$ cat src/rtl/dmem_arbiter.sv
`default_nettype none
// ============================================================================
// Module   : dmem_arbiter
// Brief    : Two-requester arbiter/sequencer for the single-port data memory.
// Revision : 1.0 - initial release
// ============================================================================
module dmem_arbiter #(
    parameter int DATA_W     = 32,
    parameter int ADDR_W     = 5,
    parameter int PRIO_FIXED = 0
) (
    input  logic              clk,
    input  logic              rst,
    input  logic              req0,
    input  logic              we0,
    input  logic [ADDR_W-1:0] addr0,
    input  logic [DATA_W-1:0] wdata0,
    output logic              ack0,
    output logic [DATA_W-1:0] rdata0,
    input  logic              req1,
    input  logic              we1,
    input  logic [ADDR_W-1:0] addr1,
    input  logic [DATA_W-1:0] wdata1,
    output logic              ack1,
    output logic [DATA_W-1:0] rdata1,
    output logic              mem_en,
    output logic              mem_we,
    output logic [ADDR_W-1:0] mem_addr,
    output logic [DATA_W-1:0] mem_wdata,
    input  logic [DATA_W-1:0] mem_rdata,
    output logic              busy
);

    typedef enum logic [1:0] {
        S_IDLE  = 2'd0,
        S_ISSUE = 2'd1,
        S_CAPT  = 2'd2,
        S_ACK   = 2'd3
    } state_t;

    state_t              state_q;
    logic                last_gnt_q;
    logic                id_q;
    logic                we_q;
    logic                ack0_q;
    logic                ack1_q;
    logic [DATA_W-1:0]   rdata0_q;
    logic [DATA_W-1:0]   rdata1_q;
    logic                mem_en_q;
    logic                mem_we_q;
    logic [ADDR_W-1:0]   mem_addr_q;
    logic [DATA_W-1:0]   mem_wdata_q;
    logic                busy_q;
    logic                gnt_d;

    // gnt_d = 1 selects requester 1; ties go away from the last winner
    always_comb begin
        gnt_d = req1;
        if (req0 && req1) begin
            gnt_d = (PRIO_FIXED != 0) ? 1'b0 : ~last_gnt_q;
        end
    end

    always_ff @(posedge clk or posedge rst) begin
        if (rst) begin
            state_q     <= S_IDLE;
            last_gnt_q  <= 1'b1;
            id_q        <= 1'b0;
            we_q        <= 1'b0;
            ack0_q      <= 1'b0;
            ack1_q      <= 1'b0;
            rdata0_q    <= '0;
            rdata1_q    <= '0;
            mem_en_q    <= 1'b0;
            mem_we_q    <= 1'b0;
            mem_addr_q  <= '0;
            mem_wdata_q <= '0;
            busy_q      <= 1'b0;
        end else begin
            case (state_q)
                S_IDLE: begin
                    if (req0 || req1) begin
                        state_q     <= S_ISSUE;
                        id_q        <= gnt_d;
                        last_gnt_q  <= gnt_d;
                        we_q        <= gnt_d ? we1 : we0;
                        mem_en_q    <= 1'b1;
                        mem_we_q    <= gnt_d ? we1 : we0;
                        mem_addr_q  <= gnt_d ? addr1 : addr0;
                        mem_wdata_q <= gnt_d ? wdata1 : wdata0;
                        busy_q      <= 1'b1;
                    end
                end
                S_ISSUE: begin
                    mem_en_q <= 1'b0;
                    mem_we_q <= 1'b0;
                    state_q  <= S_CAPT;
                end
                S_CAPT: begin
                    // Synchronous-read data is valid during this cycle only
                    if (!we_q) begin
                        if (id_q) rdata1_q <= mem_rdata;
                        else      rdata0_q <= mem_rdata;
                    end
                    ack0_q  <= ~id_q;
                    ack1_q  <= id_q;
                    state_q <= S_ACK;
                end
                S_ACK: begin
                    ack0_q  <= 1'b0;
                    ack1_q  <= 1'b0;
                    busy_q  <= 1'b0;
                    state_q <= S_IDLE;
                end
                default: state_q <= S_IDLE;
            endcase
        end
    end

    assign ack0      = ack0_q;
    assign ack1      = ack1_q;
    assign rdata0    = rdata0_q;
    assign rdata1    = rdata1_q;
    assign mem_en    = mem_en_q;
    assign mem_we    = mem_we_q;
    assign mem_addr  = mem_addr_q;
    assign mem_wdata = mem_wdata_q;
    assign busy      = busy_q;

endmodule
`default_nettype wire

$ cat config.mk
export PLATFORM = sky130hd
export DESIGN_NAME = dmem_arbiter
export DESIGN_NICKNAME = d
export VERILOG_FILES = /design/src/rtl/dmem_arbiter.sv
export SDC_FILE = /design/constraint.sdc
export NUM_CORES = 1
export LEC_CHECK = 0
export ABC_AREA = 0
export BUFFER_PORTS_ARGS = -buffer_cell sky130_fd_sc_hd__buf_4
export CAP_MARGIN = 20
export CORE_AREA = 3 3 96 116
export CTS_CLUSTER_DIAMETER = 40
export DETAILED_ROUTE_END_ITERATION = 10
export DIE_AREA = 0 0 99 119
export GPL_TIMING_DRIVEN = 1
export PLACE_DENSITY = 0.81
export SLEW_MARGIN = 5
export SYNTH_ARGS = -nofsm -noshare
export SYNTH_HDL_FRONTEND = slang
export SYNTH_SLANG_ARGS = --single-unit
$ cat constraint.sdc
create_clock -name clk -period 4 [get_ports clk]
set_clock_uncertainty 0.2 [all_clocks]
set_input_delay 0 -clock clk [delete_from_list [all_inputs] [get_ports clk]]
set_output_delay 0 -clock clk [all_outputs]
set_load 0.01 [all_outputs]
Word level (Yosys, flattened, before mapping)
Cells that the tools add are included.
- eq/ne operators: 4
- muxes and demuxes: 13
- bitwise logic cells: 3
- reductions and logical operators: 11
- operators with widths (kind ; count):
    $mux W32 ; 1
    $pmux W1 S2 ; 5
    $pmux W2 S4 ; 1
    $reduce_and A2 Y1 ; 3
    $reduce_and A3 Y1 ; 2
    $reduce_bool A2 Y1 ; 3
    $mux W5 ; 1
    $eq A2 B2 Y1 const B ; 2
    $mux W1 ; 4
    $not A1 Y1 ; 3
    $eq A2 B1 Y1 const B ; 1
    $logic_not A2 Y1 ; 1
    $mux W2 ; 1
    $ne A2 B2 Y1 const B ; 1
    $logic_and A1 B1 Y1 ; 1
    $logic_or A1 B1 Y1 ; 1
- register bits: 111
- output and inout bits: 106
- logic and storage cells: 44

Logic depth before layout (Yosys ltp)
Gate-level depths: netlist of run 1.
- word-level depth: 5
- mapped depth: 7
- gate-level depth less buffers: 5

Least setup slack after synthesis of run 1
No wires, ideal clock.
- kind: register -> register
- start: register state_q[0]
- end: register rdata0_q[19], in the netlist rdata0[19]
- setup time: 125 ps
- arrival: 1589 ps
- required time: 3675 ps
- slack: 2086 ps
- cell stages (with the launch flop): 6
- buffers on the path: 1
- cells stage by stage: dfrtp_1 > inv_1 > ha_1 > nor3b_2 > buf_4 > mux2_2
- word-level cells in the longest chain between the ends: 2
- ends and longest elaborated chain (what ; line ; source):
    start: declaration ; 41 ; state_t state_q;
    start signal: assignment ; 66 ; state_q <= S_IDLE;
    start signal: assignment ; 83 ; state_q <= S_ISSUE;
    start signal: assignment ; 97 ; state_q <= S_CAPT;
    $eq A2 B2 Y1 ; 80 ; case (state_q)
    $reduce_and A3 Y1 (no line) ; - ;
    end signal: assignment ; 103 ; else rdata0_q <= mem_rdata;
    end: declaration ; 47 ; logic [DATA_W-1:0] rdata0_q;
No other way between the ends.
A chain may end at the register's enable or synchronous reset.

Worst setup path in the final report of run 1
- start: register last_gnt_q
- end: register mem_wdata_q[3], in the netlist mem_wdata[3]
- word-level cells in the longest chain between the ends: 3
- ends and longest elaborated chain (what ; line ; source):
    start: declaration ; 42 ; logic last_gnt_q;
    start signal: assignment ; 85 ; last_gnt_q <= gnt_d;
    $not A1 Y1 ; 60 ; gnt_d = (PRIO_FIXED != 0) ? 1'b0 : ~last_gnt_q;
    $mux W1 ; 59 ; if (req0 && req1) begin
    $mux W32 ; 90 ; mem_wdata_q <= gnt_d ? wdata1 : wdata0;
    end signal: assignment ; 90 ;
    end: declaration ; 52 ; logic [DATA_W-1:0] mem_wdata_q;
No other way between the ends.

==> results.tsv, run 1 <==
metric	value	unit
ir_worst_vdd	338	uV
fmax	333	MHz
netlist_area	4580	um^2
yosysUniqueCellTypes	25	
numCtsBuffers	9	
postCtsSetupBuffers	0	
dr.pass1.iters	4	
grt_pass1_wl	23800	um
routed-via-count	4169	
place_area	6310	um^2
finalHoldViolations	0	
tritoncts	yes	
start_util	45.5	%
status	finished, final reports clean	
cts.sinks	111	
routed_via_density	5.19	
die_w	99	um
fill_cells	533	
netlist_instances	343	
grt_pass1_vias	4641	
layout.nets	792	
critPathLaunchType	register	
r2r_slack	990	ps
wl	15000	um
slew_violations	0	
critPathMaxStageDelay	620	ps
rsz0062_at_grt	false	
crit_top_cell	dlygate4sd3_1	
ys_ff_latch	111	
critPathTopFamily	buffers and inverters	
syn_nets	460	
mostFrequentLayoutCell	buf_4	
gr-usage-all-layers	25.7	%
worstMarginPinSlew	953	ps
fin_area	7770	um^2
clk_path_buf_depth	2	
grt_max_degree	80	
num_antenna_cells	0	
area_growth_syn_to_layout	69.6	%
ff_latch_area	2780	um^2
final_core_util	77.3	%
die_area	11800	um^2
fin_crit_sh	75.2	%
io_pins	218	
max_slew_margin	36.5	%
cp_data_arrival_time	3030	ps
core_area	10100	um^2
die_y	119	um
synth-warning-count	0	
holdBufCountCts	118	
tns	0	ps
setup.worst_path.class	register to register	
hp-class	input port to async pin	
crit_chain	a21bo_2 > mux2i_1 > dlygate4sd3_1 > o21ai_0 > dlygate4sd3_1	
end_kind	register	
power_density	711	nW/um^2
final_cell_mix	221 x buf_4, 118 x dlygate4sd3_1, 110 x dfrtp_1, 62 x mux2_2	
cap_violations	0	
drtIter0Drc	151	
gp_congestion	0.746	
r2r-start	last_gnt_q$_DFFE_PP1P_	
grt_overflow	0	
path_max_fanout	15	
drcViolationCount	0	
reg2reg_to	mem_wdata[3]$_DFFE_PP0P_	
cts_resized	0	
io_buffers	217	
layout-drive-gt1-share	44.7	%
reg2reg_depth	5	
crit_buf_inv	2	
p_leak	3.84	nW
cpMaxStageDelayCell	dlygate4sd3_1	
period_minus_slack	3010	ps
postRouteAntennaNets	0	
routedWlPerCell	18.6	um
dp_hpwl	8500	um
synth_area_per_cell	13.4	um^2
antenna_found_initial	0	
cp.required	4030	ps
path_clk_slew	70	ps
root_buffer	clkbuf_16	
htreeDepth	3	
synth-seq-area-share	60.6	%
clk-insertion-delay-late	340	ps
core.rowCount	40	
multi_input_area	1680	um^2
design_power_total	5.52	mW
setup_viol	0	
## kinds of logic (layout without fill, tap and decap cells)
logic type / after synthesis / in the layout / synth area share (%)
AO/OA/AOI/OAI: 49 / 49 / 5.63
flip-flops: 111 / 111 / 60.7
multiplexers: 105 / 105 / 24.7
buffers and inverters: 24 / 359 / 3.14
AND/OR/NAND/NOR: 49 / 49 / 4.51
adder cells (fa/ha/maj): 5 / 5 / 1.37
## worst reg2reg max path: stages, from the launching register on
cell,delay [ps]
dfstp_2,550
a21bo_2,470
mux2i_1,320
dlygate4sd3_1,620
o21ai_0,130
dlygate4sd3_1,600
## synth_stat cells (all sizes together)
cell type / count / area [um^2]
o22ai: 1 / 6.26
nor2: 5 / 18.8
clkbuf: 4 / 15.0
dfrtp: 110 / 2750
nand2: 40 / 150
ha: 5 / 62.6
inv: 5 / 18.8
nor3b: 2 / 25.0
o31ai: 1 / 7.51
mux2i: 40 / 400
o21ai: 40 / 200
mux2: 65 / 732
buf: 15 / 110
a21bo: 1 / 10.0
o21a: 1 / 7.51
nand3b: 1 / 7.51
nor3: 1 / 5.00
dfstp: 1 / 26.3
a21oi: 4 / 20.0
a31oi: 1 / 6.26
## flip-flops by register name, indices dropped and copies added (netlist names)
name / count
mem_we: 1
state_q: 2
rdata1: 32
busy: 1
mem_en: 1
last_gnt_q: 1
ack1: 1
id_q: 1
ack0: 1
mem_addr: 5
we_q: 1
mem_wdata: 32
rdata0: 32
## final cells by class
class	instances	share of cell area [%]
clock buffer	10	2.95
clock inverter	4	0.628
inverter	5	0.274
multi-input combinational	208	21.6
sequential	111	35.8
tap	126	2.03
timing repair buffer	340	36.8
## power by group
part	internal [mW]	total (mW)	leakage [nW]	switching, mW
logic	1.43	2.60	2.37	1.17
clock network	0.478	0.862	0.138	0.384
registers	1.70	2.06	1.33	0.362
total	3.61	5.52	3.84	1.91
## how the worst max path moves through the flow
stage / cells past startpoint / slack (ps) / start / end
floorplan: 1 / 870 / rst / ack0$_DFFE_PP0P_
global placement: 3 / 1760 / last_gnt_q$_DFFE_PP1P_ / we_q$_DFFE_PP0P_
detailed placement: 5 / 1810 / state_q[0]$_DFFE_PP0P_ / rdata0[3]$_DFFE_PP0P_
CTS: 5 / 1260 / last_gnt_q$_DFFE_PP1P_ / mem_wdata[0]$_DFFE_PP0P_
global route: 5 / 960 / last_gnt_q$_DFFE_PP1P_ / mem_wdata[3]$_DFFE_PP0P_
finish: 5 / 990 / last_gnt_q$_DFFE_PP1P_ / mem_wdata[3]$_DFFE_PP0P_
## layer usage
| metal | vias up | share of wire (%) | routed length, um | global-route usage, % |
|---|---|---|---|---|
| met4 | 0 | 3.0 | 456 | 9.74 |
| met5 | - | 0 | 0 | 0 |
| met3 | 34 | 8.3 | 1240 | 6.74 |
| li1 | 1856 | - | - | - |
| met1 | 2045 | 38 | 5730 | 29.8 |
| met2 | 234 | 50 | 7550 | 45.0 |
## per-stage QoR
step / cells / worst slack (ps) / hold slack (ps)
global route: 804 / 964 / 239
detailed placement: 672 / 1810 / 27.7
floorplan: 343 / 871 / -137
finish: 804 / 993 / 216
global placement: 671 / 1760 / 13.9
CTS: 804 / 1260 / 230
Power figures use the tool's default switching activity.
==> run 2: changes to the inputs <==
clock period = 2.9 ns   (was 4 ns; I/O delays follow)
==> run 2 against run 1 <==
Compared with the run above: sequential power rose by 38%; maximum frequency grew 15%; largest cell class unchanged; core utilization grew 0.20 points; clock power increased by 47%.
==> results.tsv, run 2 (synthesis gave the netlist of run 1 again) <==
metric	value	unit	change
cts.sinks	111		unchanged
routedWlPerCell	17.9	um	-4.2%
antenna_found_initial	0		unchanged
num_antenna_cells	0		unchanged
start_util	45.5	%	unchanged
postRouteAntennaNets	0		unchanged
setup_viol	0		unchanged
root_buffer	clkbuf_16		
area_growth_syn_to_layout	70.1	%	
tritoncts	yes		
clk_path_buf_depth	2		unchanged
io_buffers	217		unchanged
slew_violations	0		unchanged
critPathMaxStageDelay	590	ps	-30 ps
final_cell_mix	222 x buf_4, 112 x dlygate4sd3_1, 110 x dfrtp_1, 62 x mux2_2		
status	finished, final reports clean		
p_leak	3.84	nW	+0.10%
crit_chain	a21bo_2 > buf_12 > mux2i_1 > dlygate4sd3_1 > o21ai_0		
period_minus_slack	2610	ps	-402 ps
reg2reg_to	mem_addr[1]$_DFFE_PP0P_		
crit_buf_inv	2		unchanged
die_area	11800	um^2	unchanged
core_area	10100	um^2	unchanged
tns	0	ps	unchanged
gr-usage-all-layers	24.5	%	-1.2 points
drtIter0Drc	79		-48%
ir_worst_vdd	553	uV	+64%
rsz0062_at_grt	false		
core.rowCount	40		unchanged
routed-via-count	4050		-2.9%
power_density	977	nW/um^2	+37%
routed_via_density	5.05		-2.6%
clk-insertion-delay-late	340	ps	about the same
dr.pass1.iters	4		unchanged
wl	14300	um	-4.4%
r2r_slack	290	ps	-700 ps
dp_hpwl	8600	um	+1.3%
hp-class	input port to async pin		
grt_pass1_wl	22900	um	-4.1%
cts_resized	0		unchanged
critPathLaunchType	register		
mostFrequentLayoutCell	buf_4		
critPathTopFamily	buffers and inverters		
fin_crit_sh	89.8	%	+15 points
fmax	384	MHz	+15%
design_power_total	7.61	mW	+38%
gp_congestion	0.722		-3.2%
layout-drive-gt1-share	45.4	%	+0.72 points
io_pins	218		unchanged
cp_data_arrival_time	2600	ps	-430 ps
layout.nets	789		-0.38%
max_slew_margin	37.9	%	+1.5 points
setup.worst_path.class	register to register		
path_clk_slew	70	ps	about the same
htreeDepth	3		unchanged
cpMaxStageDelayCell	dlygate4sd3_1		
grt_pass1_vias	4563		-1.7%
reg2reg_depth	5		unchanged
drcViolationCount	0		unchanged
cap_violations	0		unchanged
finalHoldViolations	0		unchanged
worstMarginPinSlew	929	ps	-23.9 ps
grt_overflow	0		unchanged
die_w	99	um	unchanged
numCtsBuffers	9		unchanged
grt_max_degree	57		-29%
end_kind	register		
r2r-start	last_gnt_q$_DFFE_PP1P_		
die_y	119	um	unchanged
path_max_fanout	19		+4
cp.required	2890	ps	-1140 ps
## run 2: cell count changes in the layout (fill, tap and decap cells not counted)
cell,delta
dlygate4sd3_1,-6
clkbuf_8,+3
buf_12,+2
clkinv_2,-2
buf_4,+1
clkinvlp_4,+1
inv_4,-1
## run 2: worst register-to-register path: stages, from the launching register on
cell and delay [ps]:
dfstp_2 540, a21bo_2 520, buf_12 270, mux2i_1 220
dlygate4sd3_1 590, o21ai_0 120
## run 2: power by group
group	switching, mW	internal, mW	leakage (nW)
sequential	0.497	2.34	1.33
clock	0.531	0.738	0.152
combinational	1.56	1.94	2.36
total	2.59	5.02	3.84
## run 2: through the flow
step           hold WS (ps)  area, um^2  util [%]  instances  setup WS [ps]
6_report                214        7790      77.5        802            295
5_1_grt                 235        7790      77.5        802            201
4_1_cts                 220        7770      77.3        801            373
3_5_place_dp           20.8        6340      63.0        674            725
3_3_place_gp           16.4        6340      63.0        674            820
2_1_floorplan          -137        4590         -        343            986
## run 2: final cells by class
type                       count  area (um^2)
timing repair buffer         337         2850
clock inverter                 2         38.8
fill                         544         2270
sequential                   111         2780
tap                          126          158
inverter                       5         22.5
clock buffer                  13          270
multi-input combinational    208         1680
## run 2: routing by layer
layer | up-vias | GRT usage (%) | routed length (um)
li1 | 1845 | - | -
met1 | 1955 | 27.3 | 5390
met2 | 212 | 44.1 | 7330
met3 | 38 | 6.33 | 1150
met4 | 0 | 9.74 | 450
met5 | - | 0 | 0
## run 2: repair_timing
action / CTS / global route
setup buffers: 0 / 0
endpoints found under the hold margin: 149 / 0
endpoints found under the setup margin: 0 / 0
hold buffers: 112 / 0
## run 2: how the worst max path moves through the flow
stage | start | to | slack, ps | cells after the start
after global placement | state_q[0]$_DFFE_PP0P_ | rdata0[13]$_DFFE_PP0P_ | 820 | 5
after global routing | last_gnt_q$_DFFE_PP1P_ | mem_wdata[12]$_DFFE_PP0P_ | 200 | 5
after CTS | last_gnt_q$_DFFE_PP1P_ | mem_wdata[5]$_DFFE_PP0P_ | 370 | 5
final | last_gnt_q$_DFFE_PP1P_ | mem_addr[1]$_DFFE_PP0P_ | 290 | 5
after floorplan | state_q[0]$_DFFE_PP0P_ | rdata0[19]$_DFFE_PP0P_ | 990 | 5
after detailed placement | state_q[0]$_DFFE_PP0P_ | rdata0[31]$_DFFE_PP0P_ | 720 | 5
==> run 3: changes to the inputs <==
CORE_AREA = 4 4 97 117   (was 3 3 96 116)
DIE_AREA = 0 0 101 121   (was 0 0 99 119)
==> run 3 against run 2 <==
Compared with the run above: critical endpoint is now mem_addr[2]$_DFFE_PP0P_; combinational power hardly changed; sequential power is essentially flat; register-to-register slack got worse by 30 ps; worst setup slack lost 31 ps.
==> results.tsv, run 3 (synthesis gave the netlist of run 1 again) <==
metric	value	unit	change
wl	14300	um	-0.37%
postCtsSetupBuffers	0		unchanged
holdBufCountCts	112		unchanged
drtIter0Drc	187		+140%
cts.sinks	111		unchanged
setup_ws	264	ps	-30.9 ps
r2r_slack	260	ps	-30 ps
reg2reg_to	mem_addr[2]$_DFFE_PP0P_		
path_clk_slew	70	ps	about the same
cap_violations	0		unchanged
io_buffers	217		unchanged
die_area	12200	um^2	+3.7%
period_minus_slack	2640	ps	+30.9 ps
area_growth_syn_to_layout	68.5	%	
setup_viol	0		unchanged
final_cell_mix	222 x buf_4, 112 x dlygate4sd3_1, 110 x dfrtp_1, 62 x mux2_2		
ff_latch_area	2780	um^2	unchanged
fill_cells	601		+10%
reg2reg_depth	5		unchanged
p_comb_share	46.6	%	+0.6 points
worstMarginPinSlew	863	ps	-66.1 ps
clk-insertion-delay-late	340	ps	about the same
drt-met1-wl	5430	um	+0.74%
grt_max_degree	63		+11%
mostFrequentLayoutCell	buf_4		
swShare	35.0	%	+0.96 points
clk_path_buf_depth	2		unchanged
tns	0	ps	unchanged
grt_overflow	0		unchanged
p_seq_share	38.0	%	+0.7 points
critPathLaunchType	register		
gr-usage-all-layers	23.8	%	-0.75 points
postRouteAntennaNets	0		unchanged
dp_hpwl	8480	um	-1.4%
place_area	6330	um^2	-0.26%
routedWlPerCell	17.7	um	-0.62%
root_buffer	clkbuf_16		
antenna_found_initial	0		unchanged
hp-class	input port to async pin		
slew_violations	0		unchanged
path_max_fanout	25		+6
core.rowCount	41		+2.5%
status	finished, final reports clean		
finalHoldViolations	0		unchanged
start_util	44.4	%	-1.1 points
setup.worst_path.class	register to register		
gp_congestion	0.753		+4.2%
layout-drive-gt1-share	45.5	%	+0.067 points
io_pins	218		unchanged
cts_resized	0		unchanged
power.switching	2.60	mW	+0.53%
end_kind	register		
die_w	101	um	+2.0%
power_density	964	nW/um^2	-1.3%
grt_pass1_vias	4441		-2.7%
numCtsBuffers	9		unchanged
dr.pass1.iters	4		unchanged
die_y	121	um	+1.7%
p_int	4.84	mW	-3.7%
rsz0062_at_grt	false		
r2r-start	last_gnt_q$_DFFE_PP1P_		
dr_wl_met3	1270	um	+10%
htreeDepth	3		unchanged
wl_met2	7080	um	-3.4%
cp.required	2880	ps	about the same
tritoncts	yes		
pwr-share-clk	15.3	%	-1.4 points
cp_data_arrival_time	2610	ps	about the same
p_leak	3.81	nW	-0.93%
multi_input_area	1680	um^2	unchanged
max_slew_margin	42.3	%	+4.3 points
routed_via_density	5.07		+0.34%
fmax	379	MHz	-1.2%
dp_slack	754	ps	+29.2 ps
ir_worst_vdd	436	uV	-21%
drcViolationCount	0		unchanged
grt_pass1_wl	22700	um	-0.84%
fin_area	7720	um^2	-0.92%
fin_crit_sh	90.9	%	+1.1 points
num_antenna_cells	0		unchanged
routed-via-count	4074		+0.59%
core_area	10300	um^2	+2.5%
layout.nets	787		-0.25%
highest_layer	met4		
[run 3: worst max-delay path by stage]
stage | from | to | slack [ps] | cells past startpoint
after floorplan | state_q[0]$_DFFE_PP0P_ | rdata0[19]$_DFFE_PP0P_ | 990 | 5
after global placement | state_q[0]$_DFFE_PP0P_ | rdata0[15]$_DFFE_PP0P_ | 830 | 5
after detailed placement | state_q[0]$_DFFE_PP0P_ | rdata0[21]$_DFFE_PP0P_ | 750 | 5
after CTS | last_gnt_q$_DFFE_PP1P_ | mem_wdata[26]$_DFFE_PP0P_ | 400 | 5
after global routing | last_gnt_q$_DFFE_PP1P_ | mem_wdata[7]$_DFFE_PP0P_ | 200 | 5
final | last_gnt_q$_DFFE_PP1P_ | mem_addr[2]$_DFFE_PP0P_ | 260 | 5
[run 3: critical path: stages, from the launching register on]
cell and delay [ps]:
dfstp_2 550, a21bo_2 490, buf_12 280, mux2i_1 270, dlygate4sd3_1 580, o21ai_0 90
[run 3: area by class of cell]
class	count	share of cell area, %
sequential	111	36.0
multi-input combinational	208	21.7
tap	129	2.09
inverter	5	0.292
clock buffer	9	2.92
clock inverter	7	0.632
timing repair buffer	335	36.4
[run 3: power by group through the flow]
| stage | sequential, mW | combinational, mW | clock, mW |
|---|---|---|---|
| 5_1_grt | 2.91 | 3.76 | 1.23 |
| 2_1_floorplan | 3.09 | 1.30 | 0 |
| 3_5_place_dp | 2.82 | 3.21 | 0 |
| 4_1_cts | 2.80 | 3.40 | 1.17 |
| 6_report | 2.83 | 3.47 | 1.14 |
| 3_3_place_gp | 2.79 | 3.09 | 0 |
[run 3: per-stage QoR]
stage	total power, mW	util (%)	cells	hold WS, ps
after floorplan	4.39	-	343	-137
after global placement	5.88	61.4	676	11.6
after detailed placement	6.03	61.4	676	21.6
after CTS	7.37	74.9	804	221
after global routing	7.91	74.9	804	243
final	7.44	74.9	804	219
[run 3: metal layers]
layer,track usage (%),vias up
met5,0,-
met3,6.73,42
met1,27.2,1965
met2,41.4,219
li1,-,1848
met4,9.81,0
